===== src/rtl/prbs_pkg.sv =====
// Shared definitions for the 64-bit PRBS stream generator/checker pair.
// Holds the polynomial taps, the one-step LFSR function and the checker state encoding.
// Pure definitions: no timing, no flow control.
package prbs_pkg;

    // Feedback taps of the 64-bit stream LFSR: new bit 0 = x[63] ^ x[2] ^ x[0].
    localparam int POLY_TAPS [0:2] = '{63, 2, 0};

    typedef enum logic [1:0] {
        HUNT   = 2'd0,
        VERIFY = 2'd1,
        LOCKED = 2'd2
    } state_t;

    // One generator step; the all-zero word maps to itself (lockup state).
    function automatic logic [63:0] lfsr_step(input logic [63:0] x);
        return {x[62:0], x[POLY_TAPS[0]] ^ x[POLY_TAPS[1]] ^ x[POLY_TAPS[2]]};
    endfunction

endpackage


===== src/rtl/prbs_misr.sv =====
// 64-bit multiple-input signature register built on the stream LFSR step.
// Latency: one cycle from en/clr to the updated signature.
// No backpressure: every enabled cycle folds in one word; clr overrides en.
module prbs_misr
    import prbs_pkg::*;
(
    input  logic        clk,
    input  logic        rst_n,
    input  logic        en,
    input  logic        clr,
    input  logic [63:0] data,
    output logic [63:0] sig
);

    logic [63:0] sig_q;
    logic [63:0] sig_d;

    // Next signature: clear wins, otherwise fold the word into the stepped signature.
    always_comb begin
        sig_d = sig_q;
        if (clr) begin
            sig_d = '0;
        end else if (en) begin
            sig_d = data ^ lfsr_step(sig_q);
        end
    end

    // Signature register.
    always_ff @(posedge clk or negedge rst_n) begin
        if (!rst_n) begin
            sig_q <= '0;
        end else begin
            sig_q <= sig_d;
        end
    end

    assign sig = sig_q;

endmodule


===== config.mk =====
export PLATFORM = sky130hd
export DESIGN_NAME = prbs_misr
export DESIGN_NICKNAME = d
export VERILOG_FILES = /design/src/rtl/prbs_pkg.sv /design/src/rtl/prbs_misr.sv
export SDC_FILE = /design/constraint.sdc
export NUM_CORES = 1
export LEC_CHECK = 0
export CORE_UTILIZATION = 35
export DETAILED_ROUTE_END_ITERATION = 12
export GPL_TIMING_DRIVEN = 0
export PLACE_DENSITY = 0.81
export SYNTH_ARGS = -nofsm -noshare
export SYNTH_HDL_FRONTEND = slang
export SYNTH_SLANG_ARGS = --single-unit

===== constraint.sdc =====
create_clock -name clk -period 1.23 [get_ports clk]
set_input_delay 0.246 -clock clk [delete_from_list [all_inputs] [get_ports clk]]
set_output_delay 0.246 -clock clk [all_outputs]
set_load 0.01 [all_outputs]

* Yosys cells after proc, flatten, opt, wreduce, memory -nomap -nowiden
Cells that the tools add are included.
** Storage, ports and cells
- Register bits after elaboration :: 64
- Bits of input ports :: 68
- Output and inout port bits :: 64
- Word-level logic and storage cells :: 7
** Operators by class
- Mux-type cells :: 2
- Bitwise logic cells :: 3
- Reduce and logical (&&, ||, !) cells :: 1
** Operators by type and width (number)
- $mux W64 :: 2
- $xor A64 B64 Y64 :: 1
- $reduce_bool A2 Y1 :: 1
- $xor A1 B1 Y1 :: 2

* Depth between registers and ports, before layout
- Depth in word-level cells :: 5
- Depth in mapped cells :: 4

* Least setup slack after synthesis
OpenSTA, ideal clock, no wires.
- Kind :: register to register
- Start :: register sig_q[2], in the netlist sig[2]
- End :: register sig_q[0], in the netlist sig[0]
- Library setup time :: 120 ps
- Arrival :: 1060 ps
- Data required time :: 1110 ps
- Path slack :: 50 ps
- Cell stages (with the launch flop) :: 3
- Buffers on the path :: 0
- Path through :: dfrtp_1 -> xor3_1 -> a31o_1
** Between the ends
- Word-level cells in the longest chain between the ends :: 5
** Ends and longest elaborated chain
- start: declaration :: line prbs_misr.sv:15 : logic [63:0] sig_q;
- start signal: assignment :: line prbs_misr.sv:33 : sig_q <= sig_d;
- $xor A1 B1 Y1 (2 in series) :: line prbs_pkg.sv:17 : return {x[62:0], x[POLY_TAPS[0]] ^ x[POLY_TAPS[1]] ^ x[POLY_TAPS[2]]};
- $xor A64 B64 Y64 :: line prbs_misr.sv:24 : sig_d = data ^ lfsr_step(sig_q);
- $mux W64 :: line prbs_misr.sv:23 : end else if (en) begin
- $mux W64 :: line prbs_misr.sv:21 : if (clr) begin
No other way between the ends. The select of a mux whose other input is x is not followed.
A chain may end at the register's enable or synchronous reset.

* Worst setup path after layout
Same ends and word-level chain as after synthesis.

==> results.cfg <==
[drt]
drcViolationCount = 0
antenna_left = 0
top_layer = met4
wl_met1_mm = 3.729
viasPerCell = 4.848
post_drt_wl_per_cell_um = 14.85
drt-initial-drc-count = 90
routed-wl-met2_mm = 4.407
first_pass_iters = 4
wl_mm = 8.809
wl_met3_um = 488
vias = 2875

[final_layout]
largest_reg_flops = 64
nFillCells = 735
design_area_um2 = 4852
drive_above_1_share_pct = 31.56
diodes = 0
multi_input_area_um2 = 1309
instances_no_fill = 593
regArea_um2 = 1602
fin_nets = 551
syn_to_final_growth_pct = 60.58
fin_util_pct = 58.47

[clocking]
clk_latency_ps = 330
cts_buffers = 9
clkTransAtPathRegs_ps = 70
cts_tree = built
clockRootBuffer = clkbuf_8
htree_levels = 3
numClockSinks = 64
clock_path_buffers = 2

[setup_path]
crit_chain = xor3_1 -> a21oi_1 -> a31o_1
cp.arrival_ps = 1430
cp-startpoint = sig[2]$_DFFE_PN0P_
slowest_delay_ps = 420
cp-end-kind = flop
worstReg2RegStart = sig[2]$_DFFE_PN0P_
cpMaxStageDelayCell = dfrtp_1
path_class = flop to flop
cp.required_ps = 1450
cp_max_fo = 4
cp-start-kind = flop

[synth]
ys_warn_count = 0
synth_top_family_by_area = XOR/XNOR gates
syn_avg_cell_area_um2 = 10.83
synthXorXnorAreaFrac_pct = 19.05
synth_fp_nets = 347
synth.mux.area_fraction_pct = 0
yosysSeqAreaShare_pct = 53.00
synthCells = 279
synthSimpleGateAreaFrac_pct = 8.157
synth_cell_type_count = 13
synthAdderAreaFrac_pct = 0
syn_area_um2 = 3022
synth_seq_cells = 64
synth_compound_area_share_pct = 16.11

[floorplan]
start_util_pct = 36.41
coreArea_um2 = 8299
die_h_um = 94.92
ios = 132
dieArea_um2 = 9009
rows = 33
dieWidth_um = 94.92

[grt]
grt_max_degree = 36
grt.overflow.total = 0
grt_pass1_wl_mm = 13.80
grt_pass1_vias = 3006
grt_usage_pct = 20.15
antenna_found_initial = 0

[placed_design]
place_area_um2 = 4469
dp_hpwl_mm = 5.703
dp_slack_ps = -418.5
place_inst = 515
routabilityCongestion = 0.7827
io_buffers = 130

[timing]
maxSlewHeadroom_pct = 70.33
hold_viol = 0
max_freq_ghz = 0.8266
setup_ws_ps = 20.26
slew_viol_final = 0
whs_ps = 209.4
worstMarginPinSlew_ps = 445.1
fin_crit_sh_pct = 98.35
setup_viol = 0
rsz0062_at_grt = yes
fin_worst_skew_ps = 6.699
setup_tns_ps = 0
finalCriticalPeriod_ps = 1210

[power]
switching_share_pct = 26.64
comb_power_share_pct = 25.4
switching_power_mw = 1.562
p_seq_share_pct = 40.9
leakage_nw = 2.234
p_int_mw = 4.303
p_clk_share_pct = 33.7
powerDensity_nw_per_um2 = 1209
p_total_mw = 5.865
peakVddDrop_mv = 0.4881

[job]
maxCapViolations = 0

[min_path]
hold_start = en
hold_class = input port to flop

[status]
status = finished clean
[synth_stat cells]
| cell | instances | area share, % |
|---|---|---|
| nor2_1 | 64 | 8.0 |
| dfrtp_1 | 64 | 53 |
| xor3_1 | 1 | 0.79 |
| a21oi_1 | 1 | 0.17 |
| nand2b_1 | 1 | 0.21 |
| buf_2 | 2 | 0.33 |
| buf_6 | 1 | 0.37 |
| a31o_1 | 1 | 0.29 |
| buf_4 | 6 | 1.5 |
| clkbuf_1 | 7 | 0.87 |
| buf_1 | 5 | 0.62 |
| a211oi_1 | 63 | 16 |
| xnor2_1 | 63 | 18 |
[layer usage]
layer,track usage (%),vias to the layer above
met5,0,-
met1,24.18,1381
met3,4.589,19
li1,-,1370
met4,9.091,0
met2,34.29,105
[final timing paths]
kind | cells after the start | end | slack [ps]
min in group asynchronous | 2 | sig[3]$_DFFE_PN0P_ | 420
max in group asynchronous | 3 | sig[18]$_DFFE_PN0P_ | 260
worst max register to register | 3 | sig[0]$_DFFE_PN0P_ | 20
worst max-delay path | 3 | sig[0]$_DFFE_PN0P_ | 20
worst min register to register | 2 | sig[36]$_DFFE_PN0P_ | 610
worst min-delay path | 3 | sig[1]$_DFFE_PN0P_ | 210
[cells by family (layout without fill, tap and decap cells)]
logic type / Yosys count / count (layout)
simple gates: 65 / 65
flops: 64 / 64
buf+inv: 21 / 230
compound gates: 65 / 65
xor+xnor: 64 / 64
[worst max-delay path: cells and delay by family, from the launching register on]
family | cells | cell delay [ps]
AOI/OAI and AO/OA | 2 | 270
xor gates and xnor gates | 1 | 420
DFF | 1 | 420
[what timing repair did]
item / in CTS / in global routing
setup endpoints to repair: 100 / 91
gates resized for setup: 160 / 56
buffers inserted: 57 / 4
pin swaps: 1 / 2
hold buffers: 1 / 0
endpoints found under the hold margin: 29 / 0
[cell type report]
cell class / instances / area share (%)
Buffer: 21 / 2.450
Clock buffer: 13 / 3.069
Clock inverter: 3 / 1.341
Multi-Input combinational cell: 194 / 26.97
Sequential cell: 64 / 33.01
Tap cell: 105 / 2.708
Timing Repair Buffer: 193 / 30.45
[power groups by stage]
stage                     Combinational (mW)  Sequential [mW]  Clock [mW]
after floorplan                        0.511             2.56           0
after global placement                  1.30             2.49           0
after CTS                               1.55             2.39        2.02
after global routing                    1.62             2.42        2.11
after detailed placement                1.33             2.50           0
final                                   1.49             2.40        1.97
[cells in the final DEF, fill, tap and decap left out, drive strengths merged]
master          n
buf            94
dfrtp          64
clkdlybuf4s15   2
a21oi           1
nor2           64
xnor2          63
a31o            1
nand2b          1
bufinv          2
clkdlybuf4s50  65
a211oi         63
dlygate4sd3     1
clkbuf         65
clkinv          1
xor3            1
Note: power is estimated with default switching activity, not from simulation.
